**config.mk**
```make
export PLATFORM = sky130hd
export DESIGN_NAME = sap_core_param
export DESIGN_NICKNAME = d
export VERILOG_FILES = /design/src/rtl/sap_core_param.sv
export SDC_FILE = /design/constraint.sdc
export NUM_CORES = 1
export LEC_CHECK = 0
export BUFFER_PORTS_ARGS = -buffer_cell sky130_fd_sc_hd__buf_2
export CAP_MARGIN = 20
export CORE_MARGIN = 3
export CORE_UTILIZATION = 55
export DETAILED_ROUTE_END_ITERATION = 12
export PLACE_DENSITY = 0.72
export SYNTH_ARGS = -nofsm -noshare
export SYNTH_HDL_FRONTEND = slang
export SYNTH_SLANG_ARGS = --single-unit
```
**constraint.sdc**
```tcl
create_clock -name fastClk -period 4.5 [get_ports fastClk]
set_input_delay 0.675 -clock fastClk [delete_from_list [all_inputs] [get_ports fastClk]]
set_output_delay 0.675 -clock fastClk [all_outputs]
set_load 0.05 [all_outputs]
```
**src/rtl/sap_core_param.sv**
```systemverilog
// sap_core_param -- parametrised SAP-style accumulator core.
//
// Purpose: fetch/execute core with a DW-bit datapath and a 2**AW word RAM.
// Registers exchange data over an internal one-hot AND-OR bus mux.
// A variable-length T-state sequencer runs each instruction. RAM is loaded
// through the program pins while prog_mode is high.
//
// Ports:
//   fastClk    system clock
//   rst        asynchronous reset, active low
//   clk_en     step enable; core state advances only on enabled edges
//   prog_mode  1 = hold core cleared and accept RAM writes, 0 = run
//   prog_we    RAM write strobe (only while prog_mode=1)
//   prog_addr  RAM program address
//   prog_data  RAM program data
//   out_data   output register
//   out_valid  one-cycle pulse after out_data is loaded
//   halted     core has executed HLT
//   pc_out     program counter
//   carry_flag carry flag (ADD carry / SUB no-borrow)
//   zero_flag  zero flag of last ADD/SUB result
module sap_core_param #(
   parameter int DW = 8,
   parameter int AW = 4
) (
   input  logic          fastClk,
   input  logic          rst,
   input  logic          clk_en,
   input  logic          prog_mode,
   input  logic          prog_we,
   input  logic [AW-1:0] prog_addr,
   input  logic [DW-1:0] prog_data,
   output logic [DW-1:0] out_data,
   output logic          out_valid,
   output logic          halted,
   output logic [AW-1:0] pc_out,
   output logic          carry_flag,
   output logic          zero_flag
);

   localparam logic [3:0] OP_LDA = 4'd1;
   localparam logic [3:0] OP_ADD = 4'd2;
   localparam logic [3:0] OP_SUB = 4'd3;
   localparam logic [3:0] OP_STA = 4'd4;
   localparam logic [3:0] OP_LDI = 4'd5;
   localparam logic [3:0] OP_JMP = 4'd6;
   localparam logic [3:0] OP_JC  = 4'd7;
   localparam logic [3:0] OP_JZ  = 4'd8;
   localparam logic [3:0] OP_OUT = 4'd14;
   localparam logic [3:0] OP_HLT = 4'd15;

   // One-hot bus source indices
   localparam int SEL_PC   = 0;
   localparam int SEL_RAM  = 1;
   localparam int SEL_OPND = 2;
   localparam int SEL_A    = 3;
   localparam int SEL_ALU  = 4;
   localparam int NSRC     = 5;

   typedef enum logic [2:0] {T0, T1, T2, T3, T4} tstate_t;

   logic [DW-1:0] ram [0:(1<<AW)-1];
   logic [DW-1:0] ram_q;

   tstate_t       t_reg, t_next;
   logic [AW-1:0] pc_reg, mar_reg, mar_next;
   logic [DW-1:0] ir_reg, a_reg, b_reg, out_reg;
   logic          out_valid_reg, halted_reg, carry_reg, zero_reg;

   logic [3:0]    opcode;
   logic [NSRC-1:0] bus_sel;
   logic [DW-1:0] bus_src [NSRC];
   logic [DW-1:0] bus_term [NSRC];
   logic [DW-1:0] bus;
   logic [DW:0]   alu;
   logic          advance, mar_load, ram_we;

   function automatic logic uses_mem(input logic [3:0] op);
      return (op == OP_LDA) || (op == OP_ADD) || (op == OP_SUB) || (op == OP_STA);
   endfunction

   // Opcodes 0 and 9..13 finish after fetch
   function automatic logic has_exec(input logic [3:0] op);
      return ((op >= 4'd1) && (op <= 4'd8)) || (op == OP_OUT) || (op == OP_HLT);
   endfunction

   assign advance = clk_en & ~prog_mode & ~halted_reg;
   assign opcode  = ir_reg[DW-1:DW-4];

   // Bus source select: exactly one source per T-state
   always_comb begin
      bus_sel = '0;
      case (t_reg)
         T0:      bus_sel[SEL_PC] = 1'b1;
         T1:      bus_sel[SEL_RAM] = 1'b1;
         T2:      if (opcode == OP_OUT) bus_sel[SEL_A] = 1'b1;
                  else                  bus_sel[SEL_OPND] = 1'b1;
         T3:      if (opcode == OP_STA) bus_sel[SEL_A] = 1'b1;
                  else                  bus_sel[SEL_RAM] = 1'b1;
         T4:      bus_sel[SEL_ALU] = 1'b1;
         default: bus_sel = '0;
      endcase
   end

   assign bus_src[SEL_PC]   = {{(DW-AW){1'b0}}, pc_reg};
   assign bus_src[SEL_RAM]  = ram_q;
   assign bus_src[SEL_OPND] = {{(DW-AW){1'b0}}, ir_reg[AW-1:0]};
   assign bus_src[SEL_A]    = a_reg;
   assign bus_src[SEL_ALU]  = alu[DW-1:0];

   generate
      for (genvar gi = 0; gi < NSRC; gi++) begin : g_bus
         assign bus_term[gi] = bus_src[gi] & {DW{bus_sel[gi]}};
      end
   endgenerate

   always_comb begin
      bus = '0;
      for (int i = 0; i < NSRC; i++) bus = bus | bus_term[i];
   end

   // SUB computes A + ~B + 1 so bit DW reads as "no borrow"
   always_comb begin
      if (opcode == OP_SUB) alu = {1'b0, a_reg} + {1'b0, ~b_reg} + {{DW{1'b0}}, 1'b1};
      else                  alu = {1'b0, a_reg} + {1'b0, b_reg};
   end

   always_comb begin
      t_next = T0;
      case (t_reg)
         T0:      t_next = T1;
         T1:      t_next = has_exec(bus[DW-1:DW-4]) ? T2 : T0;  // bus carries the fetched word
         T2:      t_next = uses_mem(opcode) ? T3 : T0;
         T3:      t_next = ((opcode == OP_ADD) || (opcode == OP_SUB)) ? T4 : T0;
         default: t_next = T0;
      endcase
   end

   // The RAM read is issued with the address MAR is about to take, so the
   // registered read data lines up with MAR in the following state.
   assign mar_load = advance && ((t_reg == T0) || ((t_reg == T2) && uses_mem(opcode)));
   assign mar_next = prog_mode ? '0 : (mar_load ? bus[AW-1:0] : mar_reg);
   assign ram_we   = advance && rst && (t_reg == T3) && (opcode == OP_STA);

   always_ff @(posedge fastClk) begin
      if (prog_mode && prog_we) ram[prog_addr] <= prog_data;
      else if (ram_we)          ram[mar_reg]   <= bus;
      ram_q <= ram[mar_next];
   end

   always_ff @(posedge fastClk or negedge rst) begin
      if (!rst) begin
         t_reg         <= T0;
         pc_reg        <= '0;
         mar_reg       <= '0;
         ir_reg        <= '0;
         a_reg         <= '0;
         b_reg         <= '0;
         out_reg       <= '0;
         out_valid_reg <= 1'b0;
         halted_reg    <= 1'b0;
         carry_reg     <= 1'b0;
         zero_reg      <= 1'b0;
      end else begin
         out_valid_reg <= 1'b0;
         mar_reg       <= mar_next;
         if (prog_mode) begin
            t_reg      <= T0;
            pc_reg     <= '0;
            ir_reg     <= '0;
            a_reg      <= '0;
            b_reg      <= '0;
            out_reg    <= '0;
            halted_reg <= 1'b0;
            carry_reg  <= 1'b0;
            zero_reg   <= 1'b0;
         end else if (advance) begin
            t_reg <= t_next;
            case (t_reg)
               T1: begin
                  ir_reg <= bus;
                  pc_reg <= pc_reg + AW'(1);
               end
               T2: begin
                  case (opcode)
                     OP_LDI:  a_reg <= bus;
                     OP_JMP:  pc_reg <= bus[AW-1:0];
                     OP_JC:   if (carry_reg) pc_reg <= bus[AW-1:0];
                     OP_JZ:   if (zero_reg)  pc_reg <= bus[AW-1:0];
                     OP_OUT: begin
                        out_reg       <= bus;
                        out_valid_reg <= 1'b1;
                     end
                     OP_HLT:  halted_reg <= 1'b1;
                     default: ;
                  endcase
               end
               T3: begin
                  if (opcode == OP_LDA) a_reg <= bus;
                  else if ((opcode == OP_ADD) || (opcode == OP_SUB)) b_reg <= bus;
               end
               T4: begin
                  a_reg     <= bus;
                  carry_reg <= alu[DW];
                  zero_reg  <= (alu[DW-1:0] == '0);
               end
               default: ;
            endcase
         end
      end
   end

   assign out_data   = out_reg;
   assign out_valid  = out_valid_reg;
   assign halted     = halted_reg;
   assign pc_out     = pc_reg;
   assign carry_flag = carry_reg;
   assign zero_flag  = zero_reg;

endmodule

```
==> results of run 1 <==
==> final timing paths <==
kind                       cells past startpoint     endpoint
min in group fastClk                           2  out_data[4]
min                                            2     b_reg[4]
max                                           10     ram_q[4]
min reg2reg                                    2  out_data[4]
max reg2reg                                   10     ram_q[4]
max in group asynchronous                      2    ir_reg[7]
==> power groups by stage <==
stage          Combinational, W  Clock (W)  Sequential [W]
5_1_grt                0.000554    0.00156         0.00192
3_3_place_gp           0.000498          0         0.00194
4_1_cts                0.000509    0.00148         0.00191
6_report               0.000513    0.00147         0.00191
3_5_place_dp           0.000506          0         0.00195
2_1_floorplan          0.000362          0         0.00193
==> synth_stat cells, drive strengths merged, types with 5 or more instances <==
cell type    n  area (µm²)
mux2i       55         563
ha          18         225
o2111ai      9        78.8
nor3b        6        50.1
nand4       10        62.6
dfxtp        8         160
dfrtp       47        1180
nor2        63         236
o21ai       42         214
clkbuf      26        97.6
a211oi      18         150
nand2b       9        56.3
nand3b      12        90.1
mux2        27         304
a21oi       20         104
o221ai      17         149
o211ai      10        75.1
nor3        15        75.1
nand3        5        25.0
nand2       54         203
nor2b        7        43.8
edfxtp     128        3840
buf         23         180
inv         27         101
nor4         5        46.3
==> final cells by class <==
class                   instances  area (µm²)  share of cell area, %
clock buffers                  17         425                   4.27
multi-input cells             483        3500                   35.1
inverters                      27         101                   1.02
repair buffers                 51         328                   3.29
clock inverters                14         161                   1.62
well taps                     216         270                   2.71
flip-flops and latches        183        5180                   52.0
==> cell usage in the layout (no fill, tap or decap), types with 5 or more instances in the layout <==
cell / n
nor3_1: 15
buf_4: 17
nor2_1: 63
o21ai_0: 34
nand3_1: 5
clkbuf_16: 17
a21oi_1: 19
inv_1: 27
o211ai_1: 10
o2111ai_1: 9
ha_1: 18
o221ai_1: 17
a211oi_1: 15
nand2b_1: 9
nand4_1: 10
edfxtp_1: 128
nand3b_1: 12
mux2_1: 5
o21ai_1: 7
nor2b_1: 7
mux2_2: 22
mux2i_1: 54
nor3b_1: 5
dfxtp_1: 8
dfrtp_1: 47
buf_2: 32
nand2_1: 54
==> worst max-delay path: cells and delay by family, from the launching register on <==
family	cells	cell delay, ns
buf+inv	1	0.38
simple gates	3	0.42
fa+ha+maj	2	0.78
flops	1	0.44
compound gates	1	0.31
mux	3	1.03
==> logic make-up (layout without fill, tap and decap cells) <==
kind of cell / Yosys count / after routing
simple gates: 217 / 217
flops: 183 / 183
compound gates: 158 / 158
mux: 82 / 82
buf+inv: 76 / 109
fa+ha+maj: 20 / 20
xor+xnor: 6 / 6
==> metal layers <==
metal  global-route usage [%]  wire, µm
met1                     30.6      8950
met2                     42.6     11100
met3                     4.88      1080
met4                     10.7       690
met5                        0         0
==> through the flow <==
step / power, W / worst slack, ns / hold WS [ns]
4_1_cts: 0.00390 / 0.978 / 0.439
6_report: 0.00390 / 0.966 / 0.398
3_5_place_dp: 0.00245 / 0.979 / 0.488
3_3_place_gp: 0.00244 / 1.06 / 0.483
5_1_grt: 0.00404 / 0.769 / 0.457
2_1_floorplan: 0.00229 / 1.08 / 0.379
==> flow_summary.json, run 1 <==
{
  "synthToLayoutAreaGrowth_pct": 10.0,
  "finalSetupViolCount": 0,
  "regMostFlops": "ram",
  "viasPerCell": 6.29,
  "peakVddDrop_uv": 386,
  "clkPwrFrac_pct": 37.8,
  "synth-adder-area-share_pct": 2.93,
  "port-buffer-count": 32,
  "r2r_start": "b_reg[0]",
  "fin_util_pct": 62.3,
  "clk_latency_ns": 0.44,
  "die_x_um": 134,
  "crit_start": "b_reg[0]",
  "syn_area_um2": 9050,
  "tritoncts": "done",
  "total_leakage_power_nw": 3.61,
  "insertedDiodeCount": 0,
  "start_kind": "flip-flop",
  "regToRegSetupSlack_ns": 0.97,
  "syn_nets": 779,
  "hp-class": "input port to async pin",
  "synth_top_family_by_area": "simple AND/OR/NAND/NOR gates",
  "clock-sinks": 183,
  "overflow": 0,
  "stdcell_area_um2": 9960,
  "hold_buffers": 0,
  "vias": 6230,
  "core-area_um2": 16000,
  "ctsResizeCount": 0,
  "crit_path_cell_trace": "ha_1 -> fa_1 -> nor4bb_1 -> mux2_2 -> nor4_4 -> mux2i_4 -> buf_12 -> mux2_2 -> o211ai_1 -> nand4_1",
  "initial_core_util_pct": 56.6,
  "switching_share_pct": 27.3,
  "synth_enable_flop_cells": 128,
  "synth_cells": 742,
  "hold_viol": 0,
  "cp-end-kind": "flip-flop",
  "dp.cells": 960,
  "yosys_warnings": 0,
  "grt_max_degree": 58,
  "cts.clk_slew.worst_paths_ns": 0.07,
  "first_global_vias": 6142,
  "synth_compound_area_share_pct": 12.5,
  "post_cts_buffers": 0,
  "cp_slowest_cell": "fa_1",
  "drc": 0,
  "finalCritPeriodShare_pct": 78.5,
  "crit_type": "flip-flop to flip-flop",
  "critical_path.most_common_cell": "mux2_2",
  "wl_mm": 21.9,
  "slew_violations": 0,
  "wire_per_inst_um": 22.1,
  "final.min_clock_period_ns": 3.53,
  "cts_inserted_buffers": 17,
  "rsz0062_at_grt": "no",
  "max_slew.worst_pin.slew_ns": 1.03,
  "cap_violations": 0,
  "async_flop_share_pct": 25.7,
  "htree_levels": 4,
  "max_freq_mhz": 283,
  "synth_seq_cells": 183,
  "ys.flop_type": "edfxtp_1",
  "synth_cell_types": 80,
  "antenna_found_initial": 0,
  "worstPathArrival_ns": 3.83,
  "largest_register_ffs": 128,
  "p_sw_w": 0.00107,
  "place_congestion": 0.888,
  "muxShareOfSynthArea_pct": 9.58,
  "grt_pass1_wl_mm": 33.7,
  "row_count": 46,
  "pwr-share-seq_pct": 49.1,
  "placed_area_um2": 9380,
  "hpwl_mm": 15.2,
  "die_area_um2": 18000,
  "grt_use_total_pct": 24.8,
  "crit_required_ns": 4.80,
  "drt_pass1_iterations": 5,
  "syn_area_per_cell_um2": 12.2,
  "synth-xor-area-share_pct": 0.580,
  "crit_path_max_fanout": 57,
  "io_pins": 33,
  "seq_area_frac_synth_pct": 57.2,
  "final_net_count": 800,
  "critical_path.max_stage_delay_ns": 0.53,
  "pwr-share-comb_pct": 13.2,
  "fillers": 1280,
  "p_per_area_nw_per_um2": 391,
  "drt-initial-drc-count": 544,
  "root_buffer": "clkbuf_16",
  "slew_headroom_pct": 29.9,
  "die_height_um": 134,
  "cts_buffer_depth": 2,
  "setup-tns-final_ns": 0,
  "drive_gt1_share_pct": 16.1,
  "synth-simple-area-share_pct": 13.0,
  "finalClockSkew_ns": 0.0105,
  "ant_nets": 0,
  "status": "completed",
  "instances_no_fill": 991,
  "p_int_w": 0.00283
}
Note: power is estimated with default switching activity, not from simulation.
==> run 2: changes to the inputs <==
- ABC_AREA: unset -> 1
- clock period: 4.5 -> 3.33 ns (I/O delays scaled with it)
==> run 2 against run 1 <==
Compared with the run above: sequential cell count is the same; non-clock buffer count grew 21; cell count grew 25%; highest routed layer unchanged; count of clock-buffer cells in the layout grew 1; power grew 50%; largest power group unchanged; worst setup slack lost 0.67 ns; global-route usage grew 0.59 points; largest cell class unchanged.
==> flow_summary.json, run 2 <==
{
  "synth_compound_area_share_pct": 6.10,
  "clock-sinks": 183,
  "synthToLayoutAreaGrowth_pct": 12.6,
  "vias": 6796,
  "initial_core_util_pct": 57.1,
  "post_cts_buffers": 0,
  "max_freq_mhz": 330,
  "hold_viol": 0,
  "syn_area_um2": 8810,
  "slew_headroom_pct": 42.2,
  "setup-tns-final_ns": 0,
  "finalCritPeriodShare_pct": 91.0,
  "drc": 0,
  "critical_path.most_common_cell": "nand2_1",
  "grt_use_total_pct": 25.4,
  "cp-end-kind": "flip-flop",
  "max_slew.worst_pin.slew_ns": 0.867,
  "seq_area_frac_synth_pct": 58.8,
  "synth_cells": 955,
  "die_height_um": 133,
  "finalClockSkew_ns": 0.0180,
  "ys.flop_type": "edfxtp_1",
  "synth_seq_cells": 183,
  "crit_type": "flip-flop to flip-flop",
  "core-area_um2": 15400,
  "grt_pass1_wl_mm": 34.4,
  "critical_path.max_stage_delay_ns": 0.72,
  "whs_ns": 0.480,
  "layout_common_cells": "nand2_1, nand3_1, edfxtp_1",
  "antenna_found_initial": 0,
  "drt-initial-drc-count": 641,
  "slew_violations": 0,
  "wl_mm": 21.7,
  "first_global_vias": 6351,
  "regMostFlops": "ram",
  "crit_path_cell_trace": "ha_1 -> fa_1 -> xnor2_1 -> o21ai_0 -> or2_1 -> nand3b_2 -> a21oi_2 -> nand3_1 -> nand2_1 -> nand2_1 -> nand2_1",
  "final_net_count": 1052,
  "yosysMostFrequentCell": "nand2_1",
  "pre_cts_ws_ns": 0.370,
  "p_total_w": 0.00584,
  "viasPerCell": 5.49,
  "place_congestion": 0.936,
  "synth-simple-area-share_pct": 25.8,
  "drive_gt1_share_pct": 12.5,
  "crit_required_ns": 3.71,
  "syn_area_per_cell_um2": 9.22,
  "synth_enable_flop_cells": 128,
  "drt_pass1_iterations": 6,
  "overflow": 0,
  "insertedDiodeCount": 0,
  "cp_slowest_cell": "a21oi_2",
  "status": "completed",
  "finalSetupViolCount": 0,
  "root_buffer": "clkbuf_16",
  "rsz0062_at_grt": "no",
  "synth_top_family_by_area": "simple AND/OR/NAND/NOR gates",
  "p_per_area_nw_per_um2": 589,
  "synth_area_leaders": "edfxtp_1, nand2_1, dfrtp_1",
  "hpwl_mm": 15.4,
  "wire_per_inst_um": 17.5,
  "ant_nets": 0,
  "muxShareOfSynthArea_pct": 0,
  "start_kind": "flip-flop",
  "yosys_warnings": 0,
  "synth_cell_types": 43,
  "synth-adder-area-share_pct": 3.01,
  "worstPathArrival_ns": 3.41,
  "cts_buffer_depth": 2,
  "synth_top_cell_by_area": "edfxtp_1",
  "io_pins": 33,
  "cts.clk_slew.worst_paths_ns": 0.06,
  "clk_latency_ns": 0.44,
  "row_count": 45,
  "largest_register_ffs": 128,
  "die_x_um": 133,
  "port-buffer-count": 32,
  "final.min_clock_period_ns": 3.03,
  "instances_no_fill": 1239,
  "crit_path_max_fanout": 16,
  "finalWorstSetupSlack_ns": 0.299,
  "grt_max_degree": 40,
  "peakVddDrop_uv": 400,
  "hp-class": "flip-flop to flip-flop",
  "async_flop_share_pct": 25.7,
  "syn_nets": 992,
  "synth_commonest_cells": "nand2_1, nand3_1, edfxtp_1",
  "cts_inserted_buffers": 17,
  "total_leakage_power_nw": 4.31,
  "tritoncts": "done",
  "dp.cells": 1206,
  "layout_commonest_cell": "nand2_1",
  "die_area_um2": 17600,
  "cap_violations": 0,
  "synth-xor-area-share_pct": 0.497,
  "htree_levels": 4,
  "synth_top_area_share_pct": 43.6
}
==> run 2: changes by cell type in the layout (fill, tap and decap cells not counted), moves of 9 or more <==
cell       delta
nand2_1     +269
nand3_1     +131
mux2i_1      -54
inv_1        +46
buf_4        +22
mux2_2       -22
o221ai_1     -17
a211oi_1     -15
nand3b_1     -12
o21ai_0      +12
nor3_1       -10
nand2b_1      -9
o2111ai_1     -9
==> run 2: cell type report <==
class	count	area (µm²)
multi-input cells	658	3120
clock inverters	14	149
clock buffers	18	429
fillers	1301	5510
flip-flops and latches	183	5180
repair buffers	72	463
inverters	83	314
well taps	211	264
==> run 2: critical path, delay by kind of cell, from the launching register on <==
kind / cells / cell delay, ns
flops: 1 / 0.43
xor+xnor: 1 / 0.14
fa+ha+maj: 2 / 0.66
compound gates: 2 / 0.98
simple gates: 6 / 0.75
==> run 2: where the power goes <==
group          switching [W]  internal, W  leakage (nW)
clock               0.000867      0.00111         0.287
combinational       0.000836     0.000349          2.17
sequential          0.000102      0.00257          1.85
total                0.00180      0.00403          4.31
==> run 2: worst paths after layout <==
kind	slack (ns)	end	from	depth (start not counted)
worst max-delay path	0.30	ram_q[0]	b_reg[0]	11
worst min-delay path	0.48	out_data[5]	out_data[5]	2
worst max register to register	0.30	ram_q[0]	b_reg[0]	11
worst min register to register	0.48	out_data[5]	out_data[5]	2
max in group asynchronous	2.17	mar_reg[2]	rst	3
min in group asynchronous	0.49	pc_out[1]	rst	2
==> run 2: stage by stage <==
step                      cell area (µm²)  utilization [%]
final                                9920             64.3
after global routing                 9920             64.3
after CTS                            9920             64.3
after detailed placement             9330             60.5
after global placement               9320             60.4
after floorplan                      8810                -
==> run 2: logic make-up (layout without fill, tap and decap cells) <==
logic type                 count (synthesis)  count (layout)
and+or+nand+nor                          538             538
AOI/OAI and AO/OA                         95              95
adders and majority gates                 20              20
xor gates and xnor gates                   5               5
buffers and inverters                    114             187
DFF                                      183             183
==> run 2: repair_timing <==
| action | 4_1_cts | 5_1_grt |
|---|---|---|
| setup endpoints to repair | 0 | 0 |
| hold endpoints to repair | 8 | 0 |
| gates resized for setup | 0 | 0 |
| hold buffers | 1 | 0 |
==> run 2: layer usage <==
layer  global-route usage (%)  vias to the layer above  routed length [µm]
li1                         -                     3306                   -
met1                     35.1                     3183                9410
met2                     40.4                      267               10300
met3                     5.13                       40                1420
met4                     8.72                        0                 619
met5                        0                        -                   0
==> run 3: changes to the inputs <==
- REMOVE_ABC_BUFFERS: unset -> 1
==> run 3 against run 2 <==
Compared with the run above: clock power increased by 5%; sequential cell count unchanged; die area unchanged; power increased by 2.0%; critical path depth increased by 5; cell count decreased by 0.40%; sequential power about the same; global-route usage increased by 0.080 points; design area increased by 0.27%; via count decreased by 0.79%; count of clock-buffer cells in the layout decreased by 1; clock skew decreased by 0.010 ns; highest routed layer unchanged.
==> flow_summary.json, run 3 (same netlist as run 2, synthesis figures left out) <==
{
  "rsz0062_at_grt": "no",
  "cp_slowest_cell": "dfrtp_1",
  "viasPerCell": 5.46,
  "dp.cells": 1202,
  "cts.clk_slew.worst_paths_ns": 0.07,
  "r2r_end": "ram_q[1]",
  "setup-tns-final_ns": 0,
  "slew_headroom_pct": 56.3,
  "place_congestion": 0.978,
  "regToRegSetupSlack_ns": 0.42,
  "start_kind": "flip-flop",
  "drt_pass1_iterations": 5,
  "die_area_um2": 17600,
  "instances_no_fill": 1234,
  "worstPathArrival_ns": 3.29,
  "r2r_start": "a_reg[0]",
  "cts_inserted_buffers": 17,
  "row_count": 45,
  "max_freq_mhz": 344,
  "crit_required_ns": 3.71,
  "slew_violations": 0,
  "vias": 6742,
  "drive_gt1_share_pct": 11.9,
  "total_leakage_power_nw": 4.29,
  "root_buffer": "clkbuf_16",
  "max_slew.worst_pin.slew_ns": 0.654,
  "grt_use_total_pct": 25.5,
  "first_global_vias": 6587,
  "tritoncts": "done",
  "clk_latency_ns": 0.43,
  "io_pins": 33,
  "hpwl_mm": 14.9,
  "crit_path_cell_trace": "inv_1 -> ha_1 -> inv_1 -> fa_1 -> nand2_1 -> inv_1 -> o21ai_1 -> o21ai_0 -> or2_1 -> nand3b_2 -> inv_1 -> o21bai_4 -> nand3_1 -> nand2_1 -> nand2_1 -> nand2_1",
  "wire_per_inst_um": 17.5,
  "ant_nets": 0,
  "port-buffer-count": 32,
  "hp-class": "input port to async pin",
  "grt_pass1_wl_mm": 35.0,
  "worstRegToRegCells": 16,
  "core-area_um2": 15400,
  "final.min_clock_period_ns": 2.91,
  "ctsResizeCount": 0,
  "status": "completed",
  "die_height_um": 133,
  "finalClockSkew_ns": 0.00765,
  "crit_type": "flip-flop to flip-flop",
  "hold_buffers": 0,
  "cts_buffer_depth": 2,
  "overflow": 0,
  "die_x_um": 133,
  "layout_common_cells": "nand2_1, nand3_1, edfxtp_1",
  "p_total_w": 0.00596,
  "p_per_area_nw_per_um2": 599,
  "grt_max_degree": 66,
  "synthToLayoutAreaGrowth_pct": 12.9,
  "insertedDiodeCount": 0,
  "wl_mm": 21.6,
  "final_net_count": 1047,
  "critical_path.max_stage_delay_ns": 0.43,
  "cp-end-kind": "flip-flop",
  "layout_commonest_cell": "nand2_1",
  "antenna_found_initial": 0,
  "drc": 0,
  "regMostFlops": "ram",
  "peakVddDrop_uv": 357,
  "cap_violations": 0,
  "crit_path_max_fanout": 17,
  "htree_levels": 4,
  "initial_core_util_pct": 57.1,
  "clock-sinks": 183,
  "finalCritPeriodShare_pct": 87.4,
  "largest_register_ffs": 128,
  "finalSetupViolCount": 0,
  "post_cts_buffers": 0,
  "hold_viol": 0,
  "drt-initial-drc-count": 535
}
run 3: cell count changes in the layout (fill, tap and decap cells not counted), moves of 2 or more:
cell	delta
buf_12	+3
buf_4	-7
bufinv_16	+2
clkinv_1	+2
clkinv_4	-3
clkinvlp_4	+4
inv_8	-2
run 3: power breakdown:
group	internal, W	total [W]	switching, W
Combinational	0.000356	0.00120	0.000846
Clock	0.00124	0.00208	0.000838
Sequential	0.00257	0.00267	0.000101
run 3: worst max path at each step:
stage	from	end	slack [ns]	cells past startpoint
floorplan	halted	ram[3][0]	0.38	9
global placement	a_reg[0]	ram_q[7]	0.52	18
detailed placement	clk_en	ram[7][7]	0.46	10
CTS	a_reg[0]	ram_q[1]	0.47	16
global route	a_reg[0]	ram_q[7]	0.15	18
finish	a_reg[0]	ram_q[1]	0.42	16
run 3: layer usage:
metal,share of wire (%),up-vias,track usage [%]
met1,42,3165,33.7
met5,0,-,0
met4,2.5,0,8.26
met3,6.1,42,4.79
li1,-,3285,-
met2,49,250,42.7
run 3: critical path, delay by kind of cell, from the launching register on:
family / cells / cell delay (ns)
AO/OA/AOI/OAI: 3 / 0.65
AND/OR/NAND/NOR: 7 / 0.94
flip-flops: 1 / 0.43
adder cells (fa/ha/maj): 2 / 0.53
buffers and inverters: 4 / 0.31
run 3: area by class of cell:
cell class / instances / area (µm²)
flip-flops and latches: 183 / 5180
inverters: 83 / 314
well taps: 211 / 264
clock buffers: 17 / 425
repair buffers: 67 / 460
clock inverters: 15 / 184
multi-input cells: 658 / 3110
fillers: 1321 / 5490
run 3: metrics by stage:
stage	hold WS [ns]	worst slack, ns	area, µm²	util [%]
finish	0.106	0.420	9940	64.4
global route	0.110	0.150	9940	64.4
CTS	0.0871	0.468	9940	64.4
detailed placement	0.470	0.462	9330	60.5
global placement	0.465	0.520	9330	60.4
floorplan	0.204	0.376	8610	-
